`config.mk`:
```
export PLATFORM = sky130hd
export DESIGN_NAME = cpu_decode
export DESIGN_NICKNAME = d
export VERILOG_FILES = /design/src/rtl/cpu_decode_pkg.sv /design/src/rtl/cpu_decode_classify.sv /design/src/rtl/cpu_decode.sv
export SDC_FILE = /design/constraint.sdc
export NUM_CORES = 1
export LEC_CHECK = 0
export BUFFER_PORTS_ARGS = -buffer_cell sky130_fd_sc_hd__buf_2
export CAP_MARGIN = 5
export CORE_MARGIN = 10
export CORE_UTILIZATION = 55
export DETAILED_ROUTE_END_ITERATION = 12
export PLACE_DENSITY_LB_ADDON = 0.05
export SLEW_MARGIN = 5
export SYNTH_ARGS = -nofsm -noshare
export SYNTH_HDL_FRONTEND = slang
export SYNTH_SLANG_ARGS = --single-unit
export TNS_END_PERCENT = 10
```
`constraint.sdc`:
```
create_clock -name clk_i -period 7.6 [get_ports clk_i]
set_clock_uncertainty 0.15 [all_clocks]
set_input_delay 1.14 -clock clk_i [delete_from_list [all_inputs] [get_ports clk_i]]
set_output_delay 1.14 -clock clk_i [all_outputs]
set_load 0.03 [all_outputs]
```
`src/rtl/cpu_decode_pkg.sv`:
```
// Shared decode definitions: form encodings, long-immediate opcode set,
// legality bounds and instruction lengths.
package cpu_defs;

  typedef enum logic [1:0] {
    FORM1 = 2'd0,
    FORM2 = 2'd2,
    FORM3 = 2'd3
  } form_e;

  localparam logic [7:0] OP_LONG_01 = 8'h01;
  localparam logic [7:0] OP_LONG_03 = 8'h03;
  localparam logic [7:0] OP_LONG_08 = 8'h08;
  localparam logic [7:0] OP_LONG_09 = 8'h09;
  localparam logic [7:0] OP_LONG_0C = 8'h0c;
  localparam logic [7:0] OP_LONG_0D = 8'h0d;
  localparam logic [7:0] OP_LONG_1A = 8'h1a;
  localparam logic [7:0] OP_LONG_1B = 8'h1b;
  localparam logic [7:0] OP_LONG_1D = 8'h1d;
  localparam logic [7:0] OP_LONG_1F = 8'h1f;
  localparam logic [7:0] OP_LONG_20 = 8'h20;
  localparam logic [7:0] OP_LONG_22 = 8'h22;
  localparam logic [7:0] OP_LONG_24 = 8'h24;
  localparam logic [7:0] OP_LONG_30 = 8'h30;
  localparam logic [7:0] OP_LONG_36 = 8'h36;
  localparam logic [7:0] OP_LONG_37 = 8'h37;
  localparam logic [7:0] OP_LONG_38 = 8'h38;
  localparam logic [7:0] OP_LONG_39 = 8'h39;

  localparam logic [7:0]  MAX_FORM1_OP = 8'h39;
  localparam logic [3:0]  MAX_COND     = 4'd9;
  localparam logic [31:0] LEN_SHORT    = 32'd2;
  localparam logic [31:0] LEN_LONG     = 32'd6;

  typedef struct packed {
    form_e       form;
    logic [7:0]  op;
    logic [3:0]  ra;
    logic [3:0]  rb;
    logic [31:0] imm;
    logic        len6;
    logic        illegal;
  } dec_t;

  function automatic logic is_long(input logic [7:0] op);
    case (op)
      OP_LONG_01, OP_LONG_03, OP_LONG_08, OP_LONG_09, OP_LONG_0C, OP_LONG_0D,
      OP_LONG_1A, OP_LONG_1B, OP_LONG_1D, OP_LONG_1F, OP_LONG_20, OP_LONG_22,
      OP_LONG_24, OP_LONG_30, OP_LONG_36, OP_LONG_37, OP_LONG_38, OP_LONG_39:
        return 1'b1;
      default: return 1'b0;
    endcase
  endfunction

endpackage

```
`src/rtl/cpu_decode_classify.sv`:
```
// Combinational classifier: opcode, trailing operand and current pc to
// decoded fields, length and immediate/branch target.
module cpu_decode_classify
  import cpu_defs::*;
(
  input  logic [15:0] opcode,
  input  logic [31:0] operand,
  input  logic [31:0] pc,
  output dec_t        dec
);

  logic [31:0] br_off;

  // 10-bit halfword offset, sign-extended and scaled to bytes
  assign br_off = {{21{opcode[9]}}, opcode[9:0], 1'b0};

  always_comb begin
    dec = '0;
    if (!opcode[15]) begin
      dec.form    = FORM1;
      dec.op      = opcode[15:8];
      dec.ra      = opcode[7:4];
      dec.rb      = opcode[3:0];
      dec.len6    = is_long(opcode[15:8]);
      dec.imm     = dec.len6 ? operand : 32'd0;
      dec.illegal = (opcode[15:8] == 8'h00) || (opcode[15:8] > MAX_FORM1_OP);
    end else if (!opcode[14]) begin
      dec.form = FORM2;
      dec.op   = {6'd0, opcode[13:12]};
      dec.ra   = opcode[11:8];
      dec.imm  = {24'd0, opcode[7:0]};
    end else begin
      dec.form    = FORM3;
      dec.op      = {4'd0, opcode[13:10]};
      dec.imm     = pc + LEN_SHORT + br_off;
      dec.illegal = opcode[13:10] > MAX_COND;
    end
  end

endmodule

```
`src/rtl/cpu_decode.sv`:
```
// Decode stage: single registered slot into execute plus the running pc,
// honouring the shared interlock and branch flush.
module cpu_decode
  import cpu_defs::*;
#(
  parameter logic [31:0] BOOT_ADDRESS = 32'h00001000
) (
  input  logic        clk_i,
  input  logic        rst_i,
  input  logic [15:0] opcode_i,
  input  logic [31:0] operand_i,
  input  logic        valid_i,
  input  logic        stall_i,
  input  logic        flush_i,
  input  logic [31:0] branch_target_i,
  output logic        valid_o,
  output logic [1:0]  form_o,
  output logic [7:0]  op_o,
  output logic [3:0]  ra_o,
  output logic [3:0]  rb_o,
  output logic [31:0] imm_o,
  output logic [31:0] pc_o,
  output logic        len6_o,
  output logic        illegal_o
);

  dec_t        dec, dec_q;
  logic [31:0] pc_q, pc_out_q;
  logic        vld_q;

  cpu_decode_classify u_classify (
    .opcode  (opcode_i),
    .operand (operand_i),
    .pc      (pc_q),
    .dec     (dec)
  );

  // flush beats stall; a flushed slot keeps its stale fields, only valid drops
  always_ff @(posedge clk_i) begin
    if (rst_i) begin
      vld_q    <= 1'b0;
      pc_q     <= BOOT_ADDRESS;
      pc_out_q <= BOOT_ADDRESS;
      dec_q    <= '0;
    end else if (flush_i) begin
      vld_q <= 1'b0;
      pc_q  <= branch_target_i;
    end else if (!stall_i) begin
      if (valid_i) begin
        vld_q    <= 1'b1;
        dec_q    <= dec;
        pc_out_q <= pc_q;
        pc_q     <= pc_q + (dec.len6 ? LEN_LONG : LEN_SHORT);
      end else begin
        vld_q <= 1'b0;
      end
    end
  end

  assign valid_o   = vld_q;
  assign form_o    = dec_q.form;
  assign op_o      = dec_q.op;
  assign ra_o      = dec_q.ra;
  assign rb_o      = dec_q.rb;
  assign imm_o     = dec_q.imm;
  assign pc_o      = pc_out_q;
  assign len6_o    = dec_q.len6;
  assign illegal_o = dec_q.illegal;

endmodule

```
Yosys cells after proc, flatten, opt, wreduce, memory -nomap -nowiden
Memories as Yosys holds them, arrays and structs flattened. Cells that the tools add are included.

Add/subtract/negate cells: 3. Bitwise logic cells: 2. Shifts and indexed selects: 0. Reduce and logical (&&, ||, !) cells: 7. Div/mod/pow operators: 0. Multiply operators: 0. Magnitude comparators: 2. Mux-type cells: 17. Equality and inequality tests: 1.

Operator list (number): 32-bit 2-to-1 mux (6); 32-bit by 2-bit adder with 32-bit output, second input constant (1); 32-bit by 3-bit adder with 32-bit output (1); 32-bit adder (1); 14-bit 2-to-1 mux (1); 9-bit 2-to-1 mux (1); 8-bit by 6-bit > comparator with 1-bit output, second input constant (1); 8-bit logical NOT (1); 4-bit 2-to-1 mux (2); 1-bit 2-to-1 mux (6); 4-bit > comparator, second input constant (1); 3-bit 2-to-1 mux (1); 3-bit AND reduction (1); 2-bit logical NOT (1); 2-bit by 1-bit inequality test with 1-bit output, second input constant (1); 1-bit inverter (2); 2-bit AND reduction (1); 2-bit nonzero test (1); 2-bit OR reduction (1); 1-bit logical OR (1).

Bits of input ports: 85. Memories: 1. Bits in registers: 117. Logic and storage cells: 43. Latch bits: 0. ROM bits: 64. Bits in writable memories: 0.

Memories: (name not given) (depth 64, bits a word 1, rd ports 1, clocked after Yosys merged registers in 0, write ports 0, line cpu_decode_pkg.sv:46) `case (op)`.

Depth between registers and ports, before layout
Gate-level depths: netlist (run 1).

Depth in word-level cells: 9. Depth in mapped cells: 17.

Cells and area by module
A second synthesis (run 1) with hierarchy kept.

Cells, all modules: 1024. Area, all modules: 7623.6 um^2.

Modules (own cells, without submodules): cpu_decode (seq. area each 2342.2 um^2, area an instance 4818.4 um^2, cells an instance 611, times used 1); cpu_decode_classify (seq. area each 0.0 um^2, area an instance 2805.2 um^2, cells an instance 413, times used 1).

Least setup slack after synthesis (run 1)
No wires, ideal clock.

Kind: in2reg. Start: input port opcode_i[11]. End: register pc_q[29]. Stages on the path: 17. Data arrival time: 4.399 ns. Setup time: 0.095 ns. Path slack: 2.956 ns. Data required time: 7.355 ns. Path through: buf_2 > nor4b_2 > a2111oi_0 > a31o_2 > a211oi_2 > buf_2 > inv_1 > fa_1 > nor3b_2 > and3_1 > clkbuf_1 > and4_1 > buf_2 > nand2_1 > nor3_1 > nor2_1 > a221oi_1.

RTL lines: start: declaration (line cpu_decode.sv:10) `input logic [15:0] opcode_i,`; end signal: assignment (line cpu_decode.sv:47) `pc_q <= branch_target_i;`; end signal: assignment (line cpu_decode.sv:53) `pc_q <= pc_q + (dec.len6 ? LEN_LONG : LEN_SHORT);`; end: declaration (line cpu_decode.sv:28) `logic [31:0] pc_q, pc_out_q;`.

Worst setup path after layout (run 1)
Start: input port opcode_i[9]. End: register pc_q[29].

Cells in the longest elaborated chain, start to end: 9.

Ends and longest elaborated chain: memory 64 x 1 bit; 1-bit 2-to-1 mux (line cpu_decode_pkg.sv:46); 1-bit 2-to-1 mux (2 in a row) (line cpu_decode_classify.sv:19) `if (!opcode[15]) begin`; 3-bit 2-to-1 mux (line cpu_decode.sv:53); 32-bit by 3-bit adder with 32-bit output (line cpu_decode.sv:53); 32-bit 2-to-1 mux (line cpu_decode.sv:49) `if (valid_i) begin`; 32-bit 2-to-1 mux (line cpu_decode.sv:48) `end else if (!stall_i) begin`; 32-bit 2-to-1 mux (line cpu_decode.sv:45) `end else if (flush_i) begin`.

Every way passes these cells. The select of a mux whose other input is x is not followed. A chain may end at the register's enable or synchronous reset.

==> reports/qor.csv, run 1 <==
stage,metric,value,unit
synthesis,synth top area cells,"dfxtp_1 32%, ha_1 10%, nand2_1 8.5%",
detailed_routing,drt total wl,21500,um
clock_network,TritonCTS Buffers,17,
critical_path,Arrival @ worst endpoint,4.82,ns
floorplanning,Starting Density,56.8,%
synthesis,Synth Flop Type,dfxtp_1,
synthesis,ys async rst share,0,%
critical_path,element type at the critical path end,flop,
detailed_routing,DR pass1 iterations,5,
clock_network,clock transition at the registers of the reported paths,0.06,ns
synthesis,Synth cell types,66,
synthesis,Seq cells post-synth,116,
synthesis,Synth top area share,32.0,%
critical_path,"Max FO, Critical Path",30,
run_status,status,completed,
sta,"Setup violations, final",0,
synthesis,Synth Area per Inst,7.74,um^2
clock_network,clock latency on the worst-skew pair,0.42,ns
synthesis,most frequent cell after synthesis,nand2_1,
synthesis,Ys Warns,0,
sta,Final Hold Slack,0.298,ns
pwr,leakage,3.84,nW
clock_network,CTS tree,done,
sta,Slew Limit Headroom,31.6,%
clock_network,H-tree level count,4,
sta,min Tclk post-route,4.64,ns
grt,initial antenna violation count,0,
synthesis,Synth Instances,937,
placement,placed insts,1215,
synthesis,Synth area leader,dfxtp_1,
detailed_routing,antenna-violating nets left,0,
critical_path,WP data required,7.77,ns
placement,Port Buf Inserts,168,
finish,Area Overhead vs Synth,19.1,%
finish,Fillers,1155,
grt,GRT Util Overall,23.2,%
sta,fmax,215,MHz
finish,proportion of layout cells with a drive suffix above 1,20.6,%
floorplanning,I/O pin cnt,170,
detailed_routing,Starting DRT DRC Count,454,
detailed_routing,DRC errors left,0,
finish,Final Cell Area,0.00864,mm^2
detailed_routing,wire per inst,17.2,um
grt,vias in the first global route,6764,
floorplanning,Die H,135,um
clock_network,post-CTS sizing,0,
critical_path,Setup crit start kind,input pin,
synthesis,number of synthesized flops with an enable pin,0,
synthesis,post-synthesis sequential area ratio,32.0,%
clock_network,setup repair bufs after CTS,0,
sta,final hold vios,0,
synthesis,Commonest cells post-synth,"165 x nand2_1, 116 x dfxtp_1, 115 x a21oi_1",
synthesis,Synth Cell Area,0.00725,mm^2
critical_path,Setup CP Type,input pin to flop,
floorplanning,chip width,135,um
placement,DP Area,0.00807,mm^2
sta,period utilization,61.1,%
floorplanning,Site Rows,41,
grt,total congestion overflow,0,
detailed_routing,Vias,7168,
flow_run,maximum capacitance violations,0,
clock_network,CTS max path bufs,2,
finish,# nets final,1209,
pwr,Pwr Density,204,mW/mm^2
clock_network,clk root buf,clkbuf_16,
floorplanning,DIE AREA,0.0182,mm^2
clock_network,hold buffers post-CTS,0,
synthesis,Post-Syn Nets,1084,
sta,RSZ-0062 raised after global routing,no,
worst_hold_path,class of the worst hold path,flop to flop,
finish,fin util,67.6,%
detailed_routing,Vias per Instance,5.76,
placement,GP Congestion,0.930,
grt,first-pass GRT wire length,34900,um
sta,Tightest Pin Transition,1.03,ns
sta,"Slew Viols, Final",0,
grt,largest net degree at the start of global routing,94,
floorplanning,Core Footprint,0.0128,mm^2
placement,DP HPWL,15400,um
clock_network,CTS sink cnt,116,
finish,"non-filler cells, final",1245,
finish,n_diodes,0,
pwr,Peak supply drop,0.184,mV
sta,Fin Setup TNS,0,ns
-- registers in the layout (all words and copies together) (netlist names) --
signal,cells
illegal_o,1
ra_o,4
pc_o,32
rb_o,4
pc_q,32
imm_o,32
form_o,2
op_o,7
valid_o,1
len6_o,1
-- kinds of logic after synthesis --
group,synth area share (%)
and+or+nand+nor,22.3
xor gates and xnor gates,6.40
AOI/OAI and AO/OA,21.7
buffers and inverters,4.88
muxes,1.71
other,0.0517
DFF,32.0
adders and majority gates,10.9
-- cell usage in the layout, fill, tap and decap left out, types with 9 or more instances in the layout --
master	n
a221oi_1	10
nand4_1	16
o21ai_0	29
nor3_1	17
nor2_1	83
mux2i_1	9
clkbuf_16	17
dfxtp_1	116
nand3_1	34
xnor2_1	24
and3_1	11
a21oi_1	115
inv_1	19
ha_1	60
xor2_1	29
buf_2	167
nand2_1	164
a31oi_1	11
-- power breakdown --
group          switching, W  total (W)  leakage, nW  internal, W
logic              0.000206   0.000325         2.63     0.000119
registers         0.0000218   0.000652        0.945     0.000631
clock network      0.000290   0.000783        0.271     0.000494
-- final timing paths --
path | from | endpoint | slack [ns] | cells after the start
max | opcode_i[9] | pc_q[29]$_SDFFE_PP0P_ | 2.96 | 15
min | op_o[5]$_SDFFE_PP0P_ | op_o[5]$_SDFFE_PP0P_ | 0.30 | 2
max reg2reg | pc_q[9]$_SDFFE_PP0P_ | imm_o[27]$_SDFFE_PP0P_ | 4.22 | 9
min reg2reg | op_o[5]$_SDFFE_PP0P_ | op_o[5]$_SDFFE_PP0P_ | 0.30 | 2
-- per-layer routing --
| layer | part of all wire [%] | vias to the layer above | GRT usage, % | wire length (um) |
|---|---|---|---|---|
| met4 | 1.6 | 0 | 6.71 | 335 |
| met2 | 51 | 189 | 40.5 | 10900 |
| met5 | 0 | - | 0 | 0 |
| met1 | 42 | 3382 | 27.5 | 8950 |
| li1 | - | 3568 | - | - |
| met3 | 5.7 | 29 | 5.53 | 1230 |
-- worst max-delay path, cell delays in order --
cell	delay [ns]
buf_2	0.50
and3b_1	0.24
o21ai_1	0.07
a31o_2	0.28
a211oi_2	0.21
buf_4	0.25
inv_1	0.09
fa_1	0.43
nor3b_2	0.27
and3_1	0.33
and4_1	0.38
nand2_1	0.13
nor3_1	0.15
nor2_1	0.06
a221oi_1	0.27
-- metrics by stage --
stage / power [W] / worst slack, ns
final: 0.00176 / 2.96
after global placement: 0.000984 / 2.62
after detailed placement: 0.000985 / 2.52
after CTS: 0.00176 / 2.95
after global routing: 0.00183 / 2.59
after floorplan: 0.000889 / 2.96
-- layout make-up --
class / count / area [um^2] / area share [%]
clock buffers: 21 / 460 / 5.33
clock inverters: 9 / 106 / 1.23
inverters: 19 / 71.3 / 0.826
multi-input cells: 735 / 4580 / 53.0
flip-flops and latches: 116 / 2320 / 26.9
well taps: 172 / 215 / 2.49
repair buffers: 173 / 881 / 10.2
Note: power is estimated with default switching activity, not from simulation.
==> inputs of run 2 (changes only) <==
--- a/config.mk
+++ b/config.mk
@@ -8,7 +8,7 @@
 export BUFFER_PORTS_ARGS = -buffer_cell sky130_fd_sc_hd__buf_2
 export CAP_MARGIN = 5
 export CORE_MARGIN = 10
-export CORE_UTILIZATION = 55
+export CORE_UTILIZATION = 50
 export DETAILED_ROUTE_END_ITERATION = 12
 export PLACE_DENSITY_LB_ADDON = 0.05
 export SLEW_MARGIN = 5
==> constraint.sdc (replaced) <==
create_clock -name clk_i -period 4.1 [get_ports clk_i]
set_clock_uncertainty 0.15 [all_clocks]
set_input_delay 0.615 -clock clk_i [delete_from_list [all_inputs] [get_ports clk_i]]
set_output_delay 0.615 -clock clk_i [all_outputs]
set_load 0.03 [all_outputs]
==> run 2 against run 1 <==
- critical path depth shrank 1
- die area grew 8.5%
- register-to-register slack lost 3.4 ns
- non-clock buffer count grew 15
- worst hold slack lost 0.011 ns
- count of clock-buffer cells in the layout is the same
- total power grew 84%
- clock power grew 80%
- routed wire length grew 2.8%
- design area grew 1.5%
- sequential cell count is the same
- largest power group unchanged
- highest routed layer unchanged
==> reports/qor.csv, run 2 (same netlist as run 1, synthesis figures left out) <==
stage,metric,value,unit
grt,routing usage on met3,5.75,%
worst_hold_path,Worst Hold End,pc_q[5]$_SDFFE_PP0P_,
clock_network,H-tree level count,4,
clock_network,hold buffers post-CTS,0,
run_status,status,completed,
grt,total congestion overflow,0,
detailed_routing,DRC errors left,0,
clock_network,CTS tree,done,
sta,min Tclk post-route,3.44,ns
floorplanning,I/O pin cnt,170,
clock_network,CTS sink cnt,116,
placement,DP Area,0.00820,mm^2
detailed_routing,antenna-violating nets left,0,
flow_run,maximum capacitance violations,0,
sta,Tightest Pin Transition,0.969,ns
critical_path,crit path buf inv count,2,
floorplanning,Die H,140,um
grt,initial antenna violation count,1,
critical_path,Crit path max-delay family,simple AND/OR/NAND/NOR gates,
pwr,leakage,3.92,nW
critical_path,Reg-to-Reg End,imm_o[27]$_SDFFE_PP0P_,
pwr,Pwr Density,369,mW/mm^2
grt,first-pass GRT wire length,34900,um
finish,Area Overhead vs Synth,20.9,%
critical_path,slowest CP cell,fa_1,
sta,"Slew Viols, Final",0,
detailed_routing,DR pass1 iterations,5,
floorplanning,Core Footprint,0.0140,mm^2
clock_network,clk root buf,clkbuf_16,
critical_path,"Max FO, Critical Path",12,
sta,fmax,291,MHz
grt,largest net degree at the start of global routing,73,
placement,Port Buf Inserts,168,
critical_path,"Largest stage delay, worst path",0.43,ns
critical_path,reg2reg setup slack,0.78,ns
detailed_routing,drt total wl,22100,um
pwr,Total Power,0.00323,W
finish,# nets final,1224,
worst_hold_path,WHS Path Cells,3,
sta,Final Hold Slack,0.287,ns
finish,fin util,62.4,%
grt,vias in the first global route,6688,
floorplanning,Starting Density,51.6,%
grt,met2 Use GR,36.6,%
detailed_routing,wire per inst,17.4,um
sta,RSZ-0062 raised after global routing,no,
floorplanning,chip width,140,um
critical_path,FF-to-FF path depth,10,
clock_network,setup repair bufs after CTS,0,
placement,DP HPWL,16400,um
sta,Slew Limit Headroom,35.4,%
placement,GP Congestion,0.902,
critical_path,Setup crit start kind,input pin,
detailed_routing,Vias per Instance,5.66,
critical_path,Arrival @ worst endpoint,3.62,ns
clock_network,clock latency on the worst-skew pair,0.42,ns
finish,"commonest non-fill, non-tap cell in the layout",buf_2,
floorplanning,Site Rows,43,
floorplanning,DIE AREA,0.0197,mm^2
sta,"Setup violations, final",0,
critical_path,WP data required,4.27,ns
sta,period utilization,83.9,%
grt,GRT Util Overall,21.3,%
clock_network,post-CTS sizing,0,
detailed_routing,Vias,7184,
finish,Final Cell Area,0.00876,mm^2
worst_hold_path,min-delay src,branch_target_i[5],
grt,busiest layer in global routing,met2,
critical_path,worst path cell trace,buf_2 > nor4b_2 > a2111oi_0 > a31o_2 > a211oi_4 > inv_1 > fa_1 > nor3b_2 > and3_1 > and4_1 > nand2_1 > nor3_1 > nor2_1 > a221oi_1,
clock_network,CTS max path bufs,2,
detailed_routing,Starting DRT DRC Count,455,
clock_network,clock transition at the registers of the reported paths,0.05,ns
critical_path,RR Startpoint,pc_q[8]$_SDFFE_PP0P_,
sta,final hold vios,0,
pwr,Peak supply drop,0.276,mV
grt,grt met1 use,25.5,%
critical_path,element type at the critical path end,flop,
sta,Fin Setup TNS,0,ns
worst_hold_path,class of the worst hold path,input pin to flop,
clock_network,TritonCTS Buffers,17,
finish,proportion of layout cells with a drive suffix above 1,21.9,%
critical_path,Setup CP Type,input pin to flop,
finish,most frequent cells in the layout,"167 x buf_2, 164 x nand2_1, 116 x dfxtp_1",
## run 2: cell count changes in the layout (fill, tap and decap cells not counted), sizes merged
cell,delta
diode,+1
buf,+15
bufinv,-1
clkinvlp,+1
## run 2: routing by layer
metal  share of wire (%)  up-vias
met4                 1.2        0
li1                    -     3609
met5                   0        -
met3                 5.4       23
met2                  50      175
met1                  43     3377
## run 2: worst max-delay path by stage
stage                      start                    end  slack (ns)  cells after the start
global placement     opcode_i[9]  pc_q[29]$_SDFFE_PP0P_        0.31                     14
global route        opcode_i[13]  pc_q[29]$_SDFFE_PP0P_        0.44                     14
detailed placement  opcode_i[13]  pc_q[29]$_SDFFE_PP0P_        0.24                     14
CTS                 opcode_i[13]  pc_q[29]$_SDFFE_PP0P_        0.67                     14
finish              opcode_i[13]  pc_q[29]$_SDFFE_PP0P_        0.66                     14
floorplan           opcode_i[11]  pc_q[29]$_SDFFE_PP0P_        0.03                     17
## run 2: through the flow
step	instances	setup slack, ns
after CTS	1268	0.669
after floorplan	937	0.0292
after global placement	1238	0.312
final	1269	0.658
after global routing	1268	0.444
after detailed placement	1238	0.235
## run 2: power by group
part	total (W)	switching, W	internal [W]	leakage, nW
registers	0.00121	0.0000410	0.00117	0.945
logic	0.000613	0.000385	0.000228	2.70
clock network	0.00141	0.000525	0.000884	0.269
total	0.00323	0.000950	0.00228	3.92
## run 2: final cells by class
cell class | instances | area [um^2]
Inverter | 19 | 71.3
Clock buffer | 21 | 480
Antenna cell | 1 | 2.50
Multi-Input combinational cell | 735 | 4590
Clock inverter | 9 | 80.1
Fill cell | 1354 | 5280
Timing Repair Buffer | 188 | 993
Tap cell | 180 | 225
Sequential cell | 116 | 2320
## run 2: worst reg2reg max path: stages (launching register included)
cell	delay, ns
dfxtp_1	0.46
ha_1	0.29
ha_1	0.38
nand4_1	0.14
a211oi_1	0.45
o31ai_1	0.21
a2111oi_0	0.57
buf_4	0.21
nor2_1	0.05
o32ai_1	0.23
a31o_1	0.13
==> inputs of run 3 (changes only) <==
--- a/config.mk
+++ b/config.mk
@@ -5,10 +5,11 @@
 export SDC_FILE = /design/constraint.sdc
 export NUM_CORES = 1
 export LEC_CHECK = 0
+export ABC_AREA = 1
 export BUFFER_PORTS_ARGS = -buffer_cell sky130_fd_sc_hd__buf_2
 export CAP_MARGIN = 5
 export CORE_MARGIN = 10
-export CORE_UTILIZATION = 50
+export CORE_UTILIZATION = 55
 export DETAILED_ROUTE_END_ITERATION = 12
 export PLACE_DENSITY_LB_ADDON = 0.05
 export SLEW_MARGIN = 5
==> constraint.sdc (replaced) <==
create_clock -name clk_i -period 3.5 [get_ports clk_i]
set_clock_uncertainty 0.15 [all_clocks]
set_input_delay 0.525 -clock clk_i [delete_from_list [all_inputs] [get_ports clk_i]]
set_output_delay 0.525 -clock clk_i [all_outputs]
set_load 0.03 [all_outputs]
==> run 3 against run 2 <==
- combinational power grew 30%
- via count increased by 26%
- clock power rose by 18%
- synthesized cell count up 39%
- non-clock buffer count fell by 5
- critical path depth rose by 7
- first-iteration DRC count grew 43%
- die area increased by 2.0%
- sequential power up 18%
- sequential share of layout area down 2.6 points
- critical path type unchanged
==> reports/qor.csv, run 3 <==
stage,metric,value,unit
floorplanning,Site Rows,44,
detailed_routing,Starting DRT DRC Count,649,
floorplanning,Starting Density,56.2,%
synthesis,compound-gate portion of the synthesized area,12.8,%
clock_network,clock latency on the worst-skew pair,0.42,ns
detailed_routing,Vias per Instance,5.45,
grt,total congestion overflow,0,
sta,Slew Limit Headroom,53.5,%
synthesis,post-synthesis adder-cell area fraction,9.68,%
clock_network,CTS tree,done,
finish,"commonest non-fill, non-tap cell in the layout",nand2_1,
placement,GP Congestion,0.957,
synthesis,simple-gate area share of the yosys netlist,38.1,%
clock_network,setup repair bufs after CTS,0,
sta,"Setup violations, final",0,
grt,largest net degree at the start of global routing,62,
grt,GRT Util Overall,25.0,%
detailed_routing,antenna-violating nets left,0,
synthesis,Seq cells post-synth,116,
critical_path,FF-to-FF path depth,12,
pwr,leakage,5.20,nW
finish,fin util,67.0,%
grt,first-pass GRT wire length,41800,um
critical_path,element type at the critical path end,flop,
floorplanning,I/O pin cnt,170,
pwr,Int Pwr,0.00263,W
clock_network,TritonCTS Buffers,17,
clock_network,clk root buf,clkbuf_16,
synthesis,ys async rst share,0,%
pwr,Comb pwr share,20.5,%
finish,# nets final,1611,
grt,initial antenna violation count,1,
synthesis,post-synthesis sequential area ratio,28.4,%
sta,min Tclk post-route,2.94,ns
sta,RSZ-0062 raised after global routing,no,
detailed_routing,DR pass1 iterations,5,
pwr,Net Sw Power,0.00126,W
finish,Multi-input gate area,0.00501,mm^2
detailed_routing,wire per inst,15.5,um
pwr,Reg power frac,36.8,%
critical_path,RR Startpoint,pc_q[2]$_SDFFE_PP0P_,
grt,vias in the first global route,8377,
worst_hold_path,class of the worst hold path,input pin to flop,
synthesis,Synth area leader,dfxtp_1,
critical_path,"Max FO, Critical Path",4,
synthesis,Synth top area share,28.4,%
clock_network,clock transition at the registers of the reported paths,0.06,ns
clock_network,post-CTS sizing,0,
placement,DP HPWL,20000,um
synthesis,most frequent cell after synthesis,nand2_1,
synthesis,Ys Warns,0,
pwr,Peak supply drop,0.374,mV
sta,Fin Setup TNS,0,ns
detailed_routing,Vias,9058,
pwr,Pwr Density,399,mW/mm^2
synthesis,Synth Area per Inst,6.26,um^2
floorplanning,Die H,142,um
clock_network,CTS max path bufs,2,
sta,Tightest Pin Transition,0.697,ns
sta,period utilization,84.0,%
synthesis,Synth Instances,1304,
run_status,status,completed,
pwr,sw frac,32.4,%
synthesis,Synth Cell Area,0.00817,mm^2
finish,Area Overhead vs Synth,19.2,%
synthesis,Synth cell types,42,
detailed_routing,drt total wl,25800,um
finish,Fillers,1441,
worst_hold_path,WHS Path Cells,3,
synthesis,number of synthesized flops with an enable pin,0,
sta,"Slew Viols, Final",0,
pwr,Clk pwr share,42.7,%
synthesis,post-synthesis mux area share,0,%
worst_hold_path,min-delay src,branch_target_i[0],
floorplanning,chip width,142,um
synthesis,Synth Flop Type,dfxtp_1,
finish,proportion of layout cells with a drive suffix above 1,17.7,%
critical_path,WP data required,3.67,ns
synthesis,Commonest cells post-synth,"393 x nand2_1, 155 x inv_1, 140 x nor2_1",
placement,Port Buf Inserts,168,
synthesis,synth top area cells,"dfxtp_1 28%, nand2_1 18%, ha_1 9.2%",
critical_path,Arrival @ worst endpoint,3.11,ns
critical_path,Setup crit start kind,input pin,
floorplanning,DIE AREA,0.0201,mm^2
critical_path,reg2reg setup slack,0.63,ns
floorplanning,Core Footprint,0.0145,mm^2
sta,final hold vios,0,
finish,most frequent cells in the layout,"393 x nand2_1, 168 x buf_2, 155 x inv_1",
clock_network,hold buffers post-CTS,0,
critical_path,Setup CP Type,input pin to flop,
synthesis,xor and xnor area share after synthesis,0.751,%
critical_path,Reg-to-Reg End,imm_o[16]$_SDFFE_PP0P_,
synthesis,Post-Syn Nets,1451,
finish,FF+latch area,0.00232,mm^2
detailed_routing,DRC errors left,0,
worst_hold_path,Worst Hold End,pc_q[0]$_SDFFE_PP0P_,
flow_run,maximum capacitance violations,0,
sta,fmax,340,MHz
synthesis,largest family of logic cells by synthesized area,simple AND/OR/NAND/NOR gates,
clock_network,CTS sink cnt,116,
clock_network,H-tree level count,4,
-- run 3: cell count changes after synthesis, sizes merged, moves of 11 or more --
cell    change
a21oi      -43
a31oi      +13
and3       -11
clkbuf     -34
inv       +151
nand2     +233
nand3      +63
nand4      +21
nor2       +70
o21ai      +35
xnor2      -22
xor2       -24
-- run 3: critical path, stage by stage --
cell	delay [ns]
buf_2	0.13
inv_1	0.07
o21ai_1	0.18
o21ai_1	0.09
nand2_1	0.09
nand2_2	0.09
nor2_8	0.10
nand2_4	0.09
fa_1	0.46
nor2_2	0.21
nand3_2	0.15
nor2_4	0.14
nand2_2	0.12
nor2_4	0.13
nand2_2	0.10
nor2_2	0.15
nand2_1	0.07
nand2_1	0.06
nand3_1	0.07
nand2_1	0.06
inv_1	0.04
-- run 3: kinds of logic (layout without fill, tap and decap cells) --
logic type      after synthesis  in the layout
compound gates              188            188
other cells                   1              2
buf+inv                     213            386
simple gates                717            717
xor+xnor                      7              7
fa+ha+maj                    62             62
flops                       116            116
-- run 3: worst max-delay path by stage --
stage,from,endpoint,slack (ns),depth (start not counted)
finish,opcode_i[8],pc_q[25]$_SDFFE_PP0P_,0.56,21
global route,opcode_i[8],pc_q[25]$_SDFFE_PP0P_,0.39,21
CTS,opcode_i[8],pc_q[25]$_SDFFE_PP0P_,0.61,21
detailed placement,opcode_i[8],pc_q[23]$_SDFFE_PP0P_,0.19,21
global placement,opcode_i[8],pc_q[31]$_SDFFE_PP0P_,0.34,19
floorplan,opcode_i[10],pc_q[23]$_SDFFE_PP0P_,0.50,20
-- run 3: final cells by class --
cell class / count / area share (%)
Antenna cell: 1 / 0.0257
Clock buffer: 18 / 4.41
Clock inverter: 14 / 1.34
Inverter: 171 / 6.59
Multi-Input combinational cell: 975 / 51.5
Sequential cell: 116 / 23.8
Tap cell: 184 / 2.36
Timing Repair Buffer: 183 / 9.92
-- run 3: power groups by stage --
stage	clock network [W]	logic (W)	registers, W
floorplan	0	0.000471	0.00152
global placement	0	0.000782	0.00146
detailed placement	0	0.000789	0.00146
CTS	0.00168	0.000793	0.00143
global route	0.00173	0.000890	0.00144
finish	0.00166	0.000795	0.00143
-- run 3: per-stage QoR --
| step | area [um^2] | hold slack (ns) | power, W | setup slack, ns | cells |
|---|---|---|---|---|---|
| 2_1_floorplan | 8170 | 0.316 | 0.00199 | 0.496 | 1304 |
| 3_3_place_gp | 9180 | 0.301 | 0.00224 | 0.343 | 1629 |
| 3_5_place_dp | 9180 | 0.303 | 0.00225 | 0.186 | 1629 |
| 4_1_cts | 9730 | 0.175 | 0.00390 | 0.611 | 1661 |
| 5_1_grt | 9730 | 0.193 | 0.00406 | 0.389 | 1661 |
| 6_report | 9740 | 0.181 | 0.00389 | 0.561 | 1662 |
-- run 3: per-layer routing --
metal  routed length, um  global-route usage (%)  up-vias
met1               11000                    31.4     4100
met4                 445                    7.05        0
met5                   0                       0        -
li1                    -                       -     4582
met2               12300                    41.1      335
met3                2050                    6.44       41
